==> src/rtl/seg_scan_driver.sv <==
// seg_scan_driver: eight-digit common-anode 7-segment scanner with shadow/active snapshot per frame.
// Optional SEG_LEADING_ZERO_BLANK_EN darkens digits above the most significant nonzero nibble.
module seg_scan_driver #(
  parameter int CLK_HZ       = 100_000_000,
  parameter int SCAN_HZ      = 1000,
  parameter int BLANK_CYCLES = 4
) (
  input  logic        CLK100MHZ,
  input  logic        CPU_RESETN,
  input  logic [31:0] data_in,
  input  logic [7:0]  dp_in,
  input  logic [7:0]  en_in,
  input  logic        load,
  output logic        pending,
  output logic        frame_done,
  output logic [7:0]  SEG,
  output logic [7:0]  AN
);
  localparam int DIV = CLK_HZ / SCAN_HZ;
  localparam int PW  = (DIV > 1) ? $clog2(DIV) : 1;
  typedef logic [PW-1:0] pc_t;
  localparam pc_t PC_MAX = pc_t'(DIV - 1);
  localparam pc_t PC_BL  = pc_t'(BLANK_CYCLES);

  generate
    if (DIV < BLANK_CYCLES + 2) begin : g_bad_div
      $error("seg_scan_driver: CLK_HZ/SCAN_HZ must be at least BLANK_CYCLES+2");
    end
  endgenerate

  pc_t         pc_q, pc_d;
  logic [2:0]  idx_q, idx_d;
  logic [31:0] sh_data_q, sh_data_d, ac_data_q, ac_data_d;
  logic [7:0]  sh_dp_q, sh_dp_d, ac_dp_q, ac_dp_d;
  logic [7:0]  sh_en_q, sh_en_d, ac_en_q, ac_en_d;
  logic        pending_q, pending_d, fd_q;
  logic [7:0]  seg_q, seg_d, an_q, an_d;
  logic        tick, boundary, lit;
  logic [7:0]  lz_show, vis;

  function automatic logic [6:0] hex7(input logic [3:0] n);
    case (n)
      4'h0: hex7 = 7'h40;
      4'h1: hex7 = 7'h79;
      4'h2: hex7 = 7'h24;
      4'h3: hex7 = 7'h30;
      4'h4: hex7 = 7'h19;
      4'h5: hex7 = 7'h12;
      4'h6: hex7 = 7'h02;
      4'h7: hex7 = 7'h78;
      4'h8: hex7 = 7'h00;
      4'h9: hex7 = 7'h10;
      4'hA: hex7 = 7'h08;
      4'hB: hex7 = 7'h03;
      4'hC: hex7 = 7'h46;
      4'hD: hex7 = 7'h21;
      4'hE: hex7 = 7'h06;
      default: hex7 = 7'h0E;
    endcase
  endfunction

`ifdef SEG_LEADING_ZERO_BLANK_EN
  // Blank mask derives from the active set only, so it can change only at a frame boundary.
  always_comb begin
    logic seen;
    seen    = 1'b0;
    lz_show = 8'h01;
    for (int k = 7; k >= 1; k--) begin
      seen       = seen | (|ac_data_q[4*k +: 4]);
      lz_show[k] = seen;
    end
  end
`else
  assign lz_show = 8'hFF;
`endif

  assign vis      = ac_en_q & lz_show;
  assign tick     = pc_q == PC_MAX;
  assign boundary = tick && idx_q == 3'd7;
  assign lit      = pc_q >= PC_BL && vis[idx_q];

  always_comb begin
    pc_d      = tick ? '0 : pc_q + pc_t'(1);
    idx_d     = tick ? idx_q + 3'd1 : idx_q;
    sh_data_d = load ? data_in : sh_data_q;
    sh_dp_d   = load ? dp_in : sh_dp_q;
    sh_en_d   = load ? en_in : sh_en_q;
    ac_data_d = (boundary && pending_q) ? sh_data_q : ac_data_q;
    ac_dp_d   = (boundary && pending_q) ? sh_dp_q : ac_dp_q;
    ac_en_d   = (boundary && pending_q) ? sh_en_q : ac_en_q;
    pending_d = load ? 1'b1 : (boundary ? 1'b0 : pending_q);
    an_d      = lit ? ~(8'd1 << idx_q) : 8'hFF;
    seg_d     = lit ? {~ac_dp_q[idx_q], hex7(ac_data_q[{idx_q, 2'b00} +: 4])} : 8'hFF;
  end

  always_ff @(posedge CLK100MHZ or negedge CPU_RESETN) begin
    if (!CPU_RESETN) begin
      pc_q      <= '0;
      idx_q     <= '0;
      sh_data_q <= '0;
      sh_dp_q   <= '0;
      sh_en_q   <= '0;
      ac_data_q <= '0;
      ac_dp_q   <= '0;
      ac_en_q   <= '0;
      pending_q <= 1'b0;
      fd_q      <= 1'b0;
      seg_q     <= 8'hFF;
      an_q      <= 8'hFF;
    end else begin
      pc_q      <= pc_d;
      idx_q     <= idx_d;
      sh_data_q <= sh_data_d;
      sh_dp_q   <= sh_dp_d;
      sh_en_q   <= sh_en_d;
      ac_data_q <= ac_data_d;
      ac_dp_q   <= ac_dp_d;
      ac_en_q   <= ac_en_d;
      pending_q <= pending_d;
      fd_q      <= boundary;
      seg_q     <= seg_d;
      an_q      <= an_d;
    end
  end

  assign pending    = pending_q;
  assign frame_done = fd_q;
  assign SEG        = seg_q;
  assign AN         = an_q;
endmodule

==> config.mk <==
export PLATFORM = sky130hd
export DESIGN_NAME = seg_scan_driver
export DESIGN_NICKNAME = d
export VERILOG_FILES = /design/src/rtl/seg_scan_driver.sv
export SDC_FILE = /design/constraint.sdc
export NUM_CORES = 1
export LEC_CHECK = 0
export ABC_AREA = 1
export BUFFER_PORTS_ARGS = -buffer_cell sky130_fd_sc_hd__buf_2
export CAP_MARGIN = 20
export CELL_PAD_IN_SITES_DETAIL_PLACEMENT = 2
export CELL_PAD_IN_SITES_GLOBAL_PLACEMENT = 2
export CORE_AREA = 3 3 164 118
export CTS_CLUSTER_DIAMETER = 30
export CTS_CLUSTER_SIZE = 12
export DETAILED_ROUTE_END_ITERATION = 7
export DIE_AREA = 0 0 167 121
export GPL_ROUTABILITY_DRIVEN = 0
export PLACE_DENSITY_LB_ADDON = 0.1
export SYNTH_ARGS = -nofsm -noshare
export SYNTH_HDL_FRONTEND = slang
export SYNTH_SLANG_ARGS = --single-unit
==> constraint.sdc <==
create_clock -name CLK100MHZ -period 2.7 [get_ports CLK100MHZ]
set_input_delay 0.135 -clock CLK100MHZ [delete_from_list [all_inputs] [get_ports CLK100MHZ]]
set_output_delay 0.135 -clock CLK100MHZ [all_outputs]
set_load 0.03 [all_outputs]
Word-level counts from Yosys, hierarchy flattened --
Memory sizes are Yosys's and may differ from the RTL's. Index checks and enable logic that the tools add are counted.
Word-level totals: memories kept 1, RAM bits 0, input port bits 51, word-level logic and storage cells 36, bits in registers 134, output and inout bits 18, memory bits (read-only) 112, bits in latches 0
Operators by class: bitwise logic cells 2, $lt $le $gt $ge 2, reductions and logical operators 4, multiply operators 0, $add $sub $neg 2, eq/ne operators 2, shifts and indexed selects 2, div/mod/pow operators 0, mux-type cells 9
Memories:
- (no name shown) | words 16, bits a word 7, read ports 1, clocked after memory_dff 0, write ports 0, line 42 | case (n)
Operator list (count):
- $shiftx A32 B6 Y4 | 1
- $add A17 B1 Y17 const B | 1
- $eq A17 B17 Y1 const B | 1
- $ge A17 B3 Y1 const B | 1
- $mux W17 | 1
- $mux W8 | 2
- $not A8 Y8 | 1
- $shl A1 B3 Y8 const A | 1
- $bmux W1 S3 | 2
- $lt A3 B4 Y1 const B | 1
- $mux W1 | 4
- $add A3 B1 Y3 const B | 1
- $eq A3 B3 Y1 const B | 1
- $logic_and A1 B1 Y1 | 3
- $reduce_bool A2 Y1 | 1
- $not A1 Y1 | 1

Depth between registers and ports, before layout --
Gate-level depths: netlist (run 1).
depth in word-level cells 4, gate-level depth with buffers 14, gate-level depth less buffers 12

Worst setup path before layout (run 1) --
No wires, ideal clock.
path kind flip-flop to flip-flop, from reg idx_q[0], to reg seg_q[3] (netlist: SEG[3]), path buffers 2, data required time 2.616 ns, data arrival time 1.806 ns, slack 0.810 ns, stages on the path, launching flop included 14, period minus slack after synthesis 1.890 ns, path through dfrtp_1 > buf_4 > inv_2 > buf_2 > nand2_1 > nand3_1 > nand3_1 > o21ai_1 > inv_1 > ha_1 > nand3_1 > nand2_1 > nand2_1 > nand3_1
Between the ends: longest elaborated chain between the ends 4, elaborated cells on any way between the ends 6, classes of those cells 1 x shift; 3 x mux; 1 x reduce/logical; 1 x memory
RTL lines:
- start, declared | line 32 | logic [2:0] idx_q, idx_d;
- start signal, assigned | line 112 | idx_q <= idx_d;
- parallel branches: the longest is 3 deep, another holds $mem_v2 Z16 W7
- $mux W8 (*) | line 93 | seg_d = lit ? {~ac_dp_q[idx_q], hex7(ac_data_q[{idx_q, 2'b00} +: 4])} : 8'hFF;
- via seg_d[3] | line 37 | logic [7:0] seg_q, seg_d, an_q, an_d;
- end signal, assigned | line 121 | seg_q <= seg_d;
- end, declared | line 37
Mark *: on every way through the listed nets, which the timed path passes. The select of a mux whose other input is x is not followed. A chain may end at the register's enable or synchronous reset.

Worst setup path after layout (run 1) --
Same ends and word-level chain as after synthesis.

==> key figures, run 1 <==
STA
  • Hold Fails Final Rpt: 0
  • Min Tclk post-route: 2360 ps
  • Setup violators final: 0
  • Slew @ Worst Pin: 554 ps
  • Fmax: approximately 420 MHz
  • Slew Viols, Final: 0
  • Clock Skews: about 12 ps
  • Tcrit/Tclk final: 0.873
  • Relative slew slack: 0.631
  • RSZ-0062 raised after global routing: no
  • Final setup TNS: 0 ps

Logic synthesis
  • Synth top cells by count: nand2_1, dfrtp_1, nand3_1, inv_1, nand4_1
  • Yosys warns: 0
  • Synth Instances: a little under 800
  • Sequential fraction of the synthesis area: 0.538
  • Register bit count reported by yosys: around 130
  • Mapped Area: 6270 µm²
  • Yosys cell types: 26
  • Syn avg cell area: 8.09 µm²
  • FFs w/ async S/R, synth: 1.00
  • Yosys top cell by area: dfrtp_1
  • Most frequent cell after synthesis: nand2_1
  • Share of the synthesized area in the top cell type: 0.471
  • EDFF count, synth: 0
  • Predominant post-synthesis flop cell: dfrtp_1
  • Synth Net Count: between 800 and 900
  • Top cells by area, synth: dfrtp_1, nand2_1, dfstp_2, nand4_1, nand3_1

Drt
  • Wire per inst: roughly 18 µm
  • WL final: 20.9 mm
  • 1st-iter DRT viols: ~240
  • Via density: around 5.0
  • DRC errors left: 0
  • DRT Pass-1 Iters: 5
  • Via count: ~5700
  • Routed Antenna Nets: 0

GRT
  • Initial antenna violation count: 1
  • Total grt overflow: 0
  • Global-route wire length before repair: around 35 mm
  • Pin count of the biggest net entering global routing: 50
  • GRT Total Usage: 0.216
  • Vias in the first global route: between 6000 and 7000

Finish
  • Reg area: about 3400 µm²
  • Core Util, Final: 0.442
  • Layout area overhead: 26.4%
  • Multi-input logic area: between 2000 and 2500 µm²
  • Share of cells above drive strength 1: 0.154
  • Final nets: 953
  • Filler Cell Count: roughly 2000

Critical path
  • Setup crit start kind: register
  • FF-to-FF Start: idx_q[0]$_DFFE_PN0N_
  • Crit Path Class: reg -> reg
  • Crit Reg-Reg Endpoint: SEG[3]$_DFF_PN1_
  • Maximum fanout along the worst path: 27
  • Reg2reg path depth: 11
  • Req. time, crit path: about 3000 ps
  • Worst Setup End Kind: register
  • Crit path arrival time: 2690 ps
  • R2R Setup Slk: 340 ps

Worst hold path
  • Hold Crit Class: in -> async

Clock network
  • Clk_lat worst skew: 420 ps
  • Post-CTS setup buffers: 0
  • Clk buf depth: 2
  • CTS tree: built
  • Clock Sinks: approximately 130
  • H-tree depth: 4
  • CTS Buf Count: 17
  • Clock slew at reported path FFs: 60 ps
  • Root Buffer: clkbuf_16

Placement
  • DP HPWL: 13.3 mm
  • Port Buffers: 68

Power and ir drop
  • Leakage: a little over 0.004 µW
  • Total power: ~4700 µW
  • Worst vdd ir: around 0.35 mV
  • PwrDens: ~590 nW/µm²

Status
  • Status: finished clean

Floorplan
  • Initial Util: 0.350
  • Die Height: approximately 120 µm
  • Die X: between 150 and 200 µm
  • Core ar.: between 15000 and 20000 µm²
  • Die area: about 20000 µm²
  • Rows: about 40
  • Ports: 69

Job
  • Total of max-cap violations: 0
area by class of cell:
| cell class | count | share of cell area |
|---|---|---|
| clock inverter | 13 | 0.0185 |
| inverter | 62 | 0.0294 |
| multi-input combinational | 537 | 0.309 |
| sequential | 134 | 0.426 |
| timing repair buffer | 136 | 0.125 |
| tap | 236 | 0.0373 |
| antenna | 1 | 0.000316 |
| clock buffer | 19 | 0.0547 |
placed cells by master (no fill, tap or decap), drive strengths merged:
cell type    count
nor2            25
and3             1
a21oi            4
a22o             1
clkinvlp         2
nor4             1
nand4           53
dlygate4sd3     49
xor2             8
ha              14
o21ai            8
a31oi            2
inv             66
nor3            12
dfstp           16
diode            1
clkinv           5
buf             87
nand2          346
dfrtp          118
clkbuf          19
nand3           62
bufinv           2
worst max-delay path by stage:
stage                     slack, ps  depth (start not counted)                to                 start
after floorplan                 810                         13  SEG[3]$_DFF_PN1_  idx_q[0]$_DFFE_PN0N_
after detailed placement        400                         11  SEG[3]$_DFF_PN1_  idx_q[0]$_DFFE_PN0N_
after global routing            150                         11  SEG[5]$_DFF_PN1_  idx_q[0]$_DFFE_PN0N_
after CTS                       350                         11  SEG[3]$_DFF_PN1_  idx_q[0]$_DFFE_PN0N_
final                           340                         11  SEG[3]$_DFF_PN1_  idx_q[0]$_DFFE_PN0N_
after global placement          650                         12  SEG[0]$_DFF_PN1_  idx_q[0]$_DFFE_PN0N_
report_power, final:
group	internal, µW	switching (µW)	total (µW)
logic	107	125	232
clock network	1370	964	2340
registers	2070	41.4	2110
through the flow:
step	instance area, µm²	worst slack [ps]	hold WS [ps]	std cells
2_1_floorplan	6270	810	-161	775
3_3_place_gp	6850	651	153	1056
3_5_place_dp	6850	404	162	1056
4_1_cts	7920	354	256	1137
5_1_grt	7920	147	287	1138
6_report	7920	343	234	1138
worst max-delay path, cell delays in order, from the launching register on:
cell and delay, ps:
dfrtp_1 360, buf_4 330, nand2_1 130, nand3_1 110
nand2_1 60, o21ai_1 420, inv_1 170, ha_1 260
nand3_1 160, nand2_1 90, nand2_1 80, nand3_1 90
flip-flops by register name, indices dropped and copies added, names as in the netlist, 3 cells and up:
| register | count |
|---|---|
| ac_en_q | 8 |
| SEG | 8 |
| ac_dp_q | 8 |
| ac_data_q | 32 |
| pc_q | 17 |
| sh_dp_q | 8 |
| idx_q | 3 |
| sh_data_q | 32 |
| AN | 8 |
| sh_en_q | 8 |
metal layers:
metal | track usage | part of all wire
met4 | 0.0603 | 0.0092
met5 | 0 | 0
met3 | 0.0430 | 0.030
met1 | 0.293 | 0.47
met2 | 0.357 | 0.49
cell families after synthesis:
| group | count (synthesis) | share of synthesized area |
|---|---|---|
| XOR/XNOR | 8 | 0.0112 |
| adder cells (fa/ha/maj) | 14 | 0.0280 |
| flip-flops | 134 | 0.538 |
| AND/OR/NAND/NOR | 500 | 0.338 |
| buffers and inverters | 104 | 0.0717 |
| AO/OA/AOI/OAI | 15 | 0.0130 |
repair_timing:
action                    4_1_cts  5_1_grt
hold endpoints to repair       82        0
hold buffers                   49        0
gates resized for setup         0        0
Note: power is estimated with default switching activity, not from simulation.
==> run 2, diff against run 1 <==
CELL_PAD_IN_SITES_DETAIL_PLACEMENT = not set   (was 2)
CELL_PAD_IN_SITES_GLOBAL_PLACEMENT = not set   (was 2)
CORE_AREA = 3 3 128 93   (was 3 3 164 118)
DIE_AREA = 0 0 131 96   (was 0 0 167 121)
PLACE_DENSITY = 0.79   (was not set)
PLACE_DENSITY_LB_ADDON = not set   (was 0.1)
==> key figures, run 2 (synthesized netlist as in run 1, its figures left out) <==
Finish
  • Final nets: 950 (was 953)
  • Filler Cell Count: 791 (was 2001)
  • Multi-input logic area: 2450 µm² (unchanged)
  • Layout area overhead: 24.0% (was 26.4%)
  • Antenna diodes: 0 (was 1)
  • Most frequent cells in the layout: nand2_1, dfrtp_1, buf_2, nand3_1, inv_1 (unchanged)
  • Non-Filler Instances: 1051 (was 1138)
  • Most common cell after layout, fill and taps aside: nand2_1 (unchanged)
  • Reg area: 3370 µm² (unchanged)
  • Share of cells above drive strength 1: 0.151 (was 0.154)
  • Core Util, Final: 0.716 (was 0.442)
  • Top flop regs: ac_data_q x32, sh_data_q x32, pc_q x17 (unchanged)

Critical path
  • R2R Setup Slk: 520 ps (was 340 ps)
  • Req. time, crit path: 3030 ps (about the same)
  • Most used cell, CP: nand2_1 (unchanged)
  • Crit Reg-Reg Endpoint: SEG[3]$_DFF_PN1_ (unchanged)
  • Crit path arrival time: 2510 ps (was 2690 ps)
  • Slowest cell on crit path: dfrtp_1 (was o21ai_1)
  • Worst Setup End Kind: register (unchanged)
  • Max incr delay on CP: 390 ps (was 420 ps)
  • Crit Path Class: reg -> reg (unchanged)
  • Critical path startpoint: idx_q[0]$_DFFE_PN0N_ (unchanged)
  • FF-to-FF Start: idx_q[0]$_DFFE_PN0N_ (unchanged)
  • CP Cell Sequence: inv_2 > nand2_1 > nand3_1 > nand2_1 > o21ai_1 > inv_1 > ha_1 > nand3_1 > nand2_1 > nand2_1 > nand3_1 (was buf_4 > nand2_1 > nand3_1 > nand2_1 > o21ai_1 > inv_1 > ha_1 > nand3_1 > nand2_1 > nand2_1 > nand3_1)
  • Maximum fanout along the worst path: 26 (was 27)
  • Reg2reg path depth: 11 (unchanged)
  • Setup crit start kind: register (unchanged)

Drt
  • DRC errors left: 0 (unchanged)
  • Via count: 5565 (was 5655)
  • 1st-iter DRT viols: 633 (was 244)
  • Via density: 5.29 (was 4.97)
  • DRT Pass-1 Iters: 7 (was 5)
  • WL final: 15.1 mm (was 20.9 mm)
  • Routed Antenna Nets: 0 (unchanged)
  • Wire per inst: 14.3 µm (was 18.4 µm)

Status
  • Status: finished clean (unchanged)

Clock network
  • Root Buffer: clkbuf_16 (unchanged)
  • PostCTS Resize Cnt: 0 (unchanged)
  • Clock Sinks: 134 (unchanged)
  • Clk_lat worst skew: 420 ps (about the same)
  • Post-CTS setup buffers: 0 (unchanged)
  • H-tree depth: 4 (unchanged)
  • CTS tree: built (unchanged)
  • Clock slew at reported path FFs: 60 ps (about the same)
  • Hold-fix buffers, CTS: 49 (unchanged)
  • CTS Buf Count: 17 (unchanged)
  • Clk buf depth: 2 (unchanged)

GRT
  • Initial antenna violation count: 0 (was 1)
  • Total grt overflow: 0 (unchanged)
  • Vias in the first global route: 5367 (was 6325)
  • Pin count of the biggest net entering global routing: 62 (was 50)
  • GRT Total Usage: 0.257 (was 0.216)
  • Global-route wire length before repair: 25.4 mm (was 34.7 mm)

STA
  • Slew Viols, Final: 0 (unchanged)
  • Fmax: 460 MHz (was 424 MHz)
  • Setup violators final: 0 (unchanged)
  • Clock Skews: 11.3 ps (was 11.6 ps)
  • Relative slew slack: 0.477 (was 0.631)
  • Tcrit/Tclk final: 0.806 (was 0.873)
  • Slew @ Worst Pin: 784 ps (was 554 ps)
  • RSZ-0062 raised after global routing: no (unchanged)
  • Final setup TNS: 0 ps (unchanged)
  • Min Tclk post-route: 2180 ps (was 2360 ps)
  • Hold Fails Final Rpt: 0 (unchanged)

Power and ir drop
  • Worst vdd ir: 0.418 mV (was 0.349 mV)
  • PwrDens: 582 nW/µm² (was 591 nW/µm²)
  • Leakage: 0.00406 µW (was 0.00408 µW)

Placement
  • DP HPWL: 9.50 mm (was 13.3 mm)
  • Port Buffers: 68 (unchanged)
  • Dpl cells: 970 (was 1056)

Floorplan
  • Ports: 69 (unchanged)
  • Initial Util: 0.577 (was 0.350)
  • Rows: 32 (was 41)
  • Die Height: 96 µm (was 121 µm)
  • Die X: 131 µm (was 167 µm)
  • Die area: 12600 µm² (was 20200 µm²)
  • Core ar.: 10900 µm² (was 17900 µm²)

Worst hold path
  • Hold EP: sh_data_q[7]$_DFFE_PN0P_
  • Hold_sp: load
  • Hold depth: 4
  • Hold Crit Class: in -> reg (was in -> async)

Job
  • Total of max-cap violations: 0 (unchanged)
run 2: through the flow:
| stage | hold WS (ps) | setup WS (ps) | cell area, µm² | power (µW) |
|---|---|---|---|---|
| after detailed placement | 263 | 555 | 6720 | 2310 |
| after global routing | 303 | 352 | 7770 | 4680 |
| after floorplan | -161 | 810 | 6270 | 2210 |
| after CTS | 255 | 534 | 7770 | 4550 |
| final | 283 | 525 | 7770 | 4520 |
| after global placement | 257 | 722 | 6720 | 2300 |
run 2: how the worst max path moves through the flow:
stage,endpoint,cells after the start,slack [ps]
finish,SEG[3]$_DFF_PN1_,11,520
global route,SEG[3]$_DFF_PN1_,11,350
CTS,SEG[3]$_DFF_PN1_,11,530
detailed placement,SEG[3]$_DFF_PN1_,11,550
global placement,SEG[3]$_DFF_PN1_,11,720
floorplan,SEG[3]$_DFF_PN1_,13,810
run 2: final cells by class:
cell class,count,area share
Multi-Input combinational cell,537,0.315
Inverter,62,0.0300
Clock inverter,13,0.0161
Timing Repair Buffer,133,0.124
Tap cell,153,0.0246
Sequential cell,134,0.434
Clock buffer,19,0.0557
run 2: where the power goes:
| part | switching (µW) | total [µW] | internal, µW |
|---|---|---|---|
| clock | 904 | 2180 | 1280 |
| sequential | 40.2 | 2110 | 2070 |
| combinational | 117 | 224 | 107 |
run 2: critical path, delay by kind of cell, from the launching register on:
| kind | cells | cell delay, ps |
|---|---|---|
| compound gates | 1 | 380 |
| fa+ha+maj | 1 | 250 |
| buf+inv | 2 | 490 |
| flops | 1 | 390 |
| simple gates | 7 | 600 |
run 2: metal layers:
metal / up-vias / wire [µm] / GRT usage
met2: 206 / 6980 / 0.387
met3: 22 / 913 / 0.0588
met1: 2653 / 6920 / 0.368
met4: 0 / 246 / 0.0925
met5: - / 0 / 0
li1: 2684 / - / -
==> run 3, diff against run 2 <==
ABC_AREA = 0   (was 1)
CORE_AREA = 3 3 131 95   (was 3 3 128 93)
DIE_AREA = 0 0 134 98   (was 0 0 131 96)
PLACE_DENSITY = 0.74   (was 0.79)
clock period = 2 ns   (was 2.7 ns; I/O delays follow)
==> key figures, run 3 <==
Status
  • Status: finished, violations left (was finished clean)
  • Failing checks: negative setup slack

Logic synthesis
  • Sequential fraction of the synthesis area: 0.577 (was 0.538)
  • Yosys warns: 0 (unchanged)
  • Syn avg cell area: 14.9 µm² (was 8.09 µm²)
  • Mapped Area: 5850 µm² (was 6270 µm²)
  • Yosys cell types: 39 (was 26)
  • FFs w/ async S/R, synth: 1.00 (unchanged)
  • Share of the synthesized area in the top cell type: 0.505 (was 0.471)
  • Most frequent cell after synthesis: dfrtp_1 (was nand2_1)
  • Register bit count reported by yosys: 134 (unchanged)
  • Synth top cells by count: dfrtp_1, mux2_2, nand2_1, mux2_4 (was nand2_1, dfrtp_1, nand3_1, inv_1, nand4_1)
  • EDFF count, synth: 0 (unchanged)
  • Predominant post-synthesis flop cell: dfrtp_1 (unchanged)
  • Synth Instances: 393 (was 775)
  • Yosys top cell by area: dfrtp_1 (unchanged)
  • Top cells by area, synth: dfrtp_1, mux2_2, dfstp_2, mux2_4, mux4_1 (was dfrtp_1, nand2_1, dfstp_2, nand4_1, nand3_1)
  • Synth Net Count: 458 (was 840)

Critical path
  • Crit Reg-Reg Endpoint: SEG[3]$_DFF_PN1_ (unchanged)
  • Req. time, crit path: 2340 ps (was 3030 ps)
  • Crit path arrival time: 2490 ps (was 2510 ps)
  • Crit Path Class: reg -> reg (unchanged)
  • Critical path startpoint: idx_q[0]$_DFFE_PN0N_ (unchanged)
  • Reg2reg path depth: 10 (was 11)
  • Maximum fanout along the worst path: 7 (was 26)
  • Worst Setup End Kind: register (unchanged)
  • Worst setup path end: SEG[3]$_DFF_PN1_ (unchanged)
  • FF-to-FF Start: idx_q[0]$_DFFE_PN0N_ (unchanged)
  • R2R Setup Slk: -150 ps (was 520 ps)
  • Setup crit start kind: register (unchanged)

GRT
  • Pin count of the biggest net entering global routing: 89 (was 62)
  • M2 GR Usage: 0.304 (was 0.387)
  • GRT Total Usage: 0.194 (was 0.257)
  • GRT busiest layer: met2 (unchanged)
  • Initial antenna violation count: 0 (unchanged)
  • Global Route met3 Usage: 0.0453 (was 0.0588)
  • Global-route wire length before repair: 19.8 mm (was 25.4 mm)
  • Vias in the first global route: 3896 (was 5367)
  • Met1 global-route usage: 0.268 (was 0.368)
  • Total grt overflow: 0 (unchanged)

Finish
  • Layout area overhead: 37.2% (was 24.0%)
  • Share of cells above drive strength 1: 0.511 (was 0.151)
  • Final nets: 622 (was 950)
  • Top flop regs: ac_data_q x32, sh_data_q x32, pc_q x17 (unchanged)
  • Most frequent cells in the layout: dfrtp_1, mux2_2, buf_2, dlygate4sd3_1, buf_4 (was nand2_1, dfrtp_1, buf_2, nand3_1, inv_1)
  • Most common cell after layout, fill and taps aside: dfrtp_1 (was nand2_1)
  • Antenna diodes: 0 (unchanged)

Drt
  • DRT Pass-1 Iters: 4 (was 7)
  • Routed Antenna Nets: 0 (unchanged)
  • 1st-iter DRT viols: 241 (was 633)
  • DRC errors left: 0 (unchanged)
  • Via count: 3757 (was 5565)
  • Wire per inst: 17.9 µm (was 14.3 µm)
  • WL final: 12.9 mm (was 15.1 mm)
  • Via density: 5.20 (was 5.29)

Floorplan
  • Die Height: 98 µm (was 96 µm)
  • Rows: 32 (unchanged)
  • Die area: 13100 µm² (was 12600 µm²)
  • Die X: 134 µm (was 131 µm)
  • Core ar.: 11100 µm² (was 10900 µm²)
  • Initial Util: 0.527 (was 0.577)
  • Ports: 69 (unchanged)

Clock network
  • Clk buf depth: 2 (unchanged)
  • Clock slew at reported path FFs: 60 ps (about the same)
  • Root Buffer: clkbuf_16 (unchanged)
  • H-tree depth: 4 (unchanged)
  • Clock Sinks: 134 (unchanged)
  • CTS Buf Count: 17 (unchanged)
  • CTS tree: built (unchanged)
  • Clk_lat worst skew: 420 ps (about the same)

STA
  • RSZ-0062 raised after global routing: yes (was no)
  • Setup violators final: 6 (was 0)
  • Min Tclk post-route: 2150 ps (was 2180 ps)
  • Hold Fails Final Rpt: 0 (unchanged)
  • Tcrit/Tclk final: 1.08 (was 0.806)
  • Worst hold margin: 151 ps (was 283 ps)
  • Fmax: 465 MHz (was 460 MHz)
  • Relative slew slack: 0.670 (was 0.477)
  • Setup WS post-layout: -151 ps (was 525 ps)
  • Slew @ Worst Pin: 494 ps (was 784 ps)
  • Slew Viols, Final: 0 (unchanged)
  • Clock Skews: 5.15 ps (was 11.3 ps)
  • Final setup TNS: -602 ps (was 0 ps)

Power and ir drop
  • Clock Power Share: 0.498 (was 0.483)
  • Sw Ratio: 0.211 (was 0.235)
  • Gate power share: 0.050 (about the same)
  • Leakage: 0.00378 µW (was 0.00406 µW)
  • Int Pwr: 5020 µW (was 3460 µW)
  • PwrDens: 793 nW/µm² (was 582 nW/µm²)
  • Net Sw Power: 1340 µW (was 1060 µW)
  • Seq pwr share: 0.452 (was 0.468)
  • Worst vdd ir: 0.727 mV (was 0.418 mV)

Placement
  • DP HPWL: 7.96 mm (was 9.50 mm)
  • Port Buffers: 68 (unchanged)

Worst hold path
  • Hold Crit Class: in -> async (was in -> reg)

Job
  • Total of max-cap violations: 0 (unchanged)
==> run 3: changes by cell type after synthesis, moves of 22 or more <==
cell	delta
nand2_1	-320
mux2_4	+22
nand4_1	-49
nand3_1	-51
inv_1	-50
mux2_2	+78
==> run 3: repair_timing <==
item,in CTS,in global routing
pin swaps,4,8
buffers inserted,3,7
gates cloned,1,3
hold buffers,49,0
hold endpoints to repair,94,0
endpoints found under the setup margin,43,55
gates resized for setup,13,25
==> run 3: worst min path at each step <==
stage | from | endpoint | slack, ps
6_report | CPU_RESETN | pending$_DFFE_PN0P_ | 150
5_1_grt | CPU_RESETN | pending$_DFFE_PN0P_ | 180
2_1_floorplan | CPU_RESETN | ac_data_q[0]$_DFFE_PN0P_ | -200
3_3_place_gp | CPU_RESETN | pending$_DFFE_PN0P_ | 30
4_1_cts | CPU_RESETN | pending$_DFFE_PN0P_ | 160
3_5_place_dp | CPU_RESETN | pending$_DFFE_PN0P_ | 40
==> run 3: layout make-up <==
cell class	instances	area [µm²]
clock inverter	13	155
sequential	134	3380
fill	669	3070
clock buffer	19	453
timing repair buffer	163	1350
tap	153	191
multi-input combinational	232	2450
inverter	9	38.8
==> run 3: kinds of logic (layout without fill, tap and decap cells) <==
group,count (synthesis),count (layout),share of synthesized area
compound gates,14,14,0.0173
xor+xnor,16,16,0.0240
fa+ha+maj,14,14,0.0300
buf+inv,27,204,0.0242
flops,134,134,0.577
mux,116,116,0.268
simple gates,72,72,0.0599
==> run 3: layer usage <==
| metal | wire (µm) | up-vias | share of wire |
|---|---|---|---|
| met5 | 0 | - | 0 |
| met4 | 184 | 0 | 0.014 |
| met3 | 461 | 18 | 0.036 |
| met2 | 6180 | 92 | 0.48 |
| met1 | 6100 | 1911 | 0.47 |
| li1 | - | 1736 | - |
==> run 3: critical path, stage by stage (launching register included) <==
cell	delay, ps
dfrtp_2	390
buf_12	130
mux4_2	500
nand2_1	110
and2_4	200
buf_4	130
ha_2	200
buf_6	110
nand2_1	50
o211a_1	110
o21ai_1	140
==> run 3: stage by stage <==
stage	setup WS (ps)	instances	cell area (µm²)	utilization	power [µW]
after global routing	-253	723	8020	0.723	6540
after global placement	-104	629	6570	0.593	3150
after floorplan	-125	393	5850	-	3010
final	-151	723	8020	0.723	6360
after CTS	-101	714	7760	0.700	6400
after detailed placement	-130	629	6570	0.593	3160
==> run 3: power groups by stage <==
stage	registers [µW]	clock network (µW)	logic [µW]
floorplan	2890	0	118
global placement	2910	0	234
detailed placement	2920	0	243
CTS	2870	3200	317
global route	2880	3310	351
finish	2870	3170	316
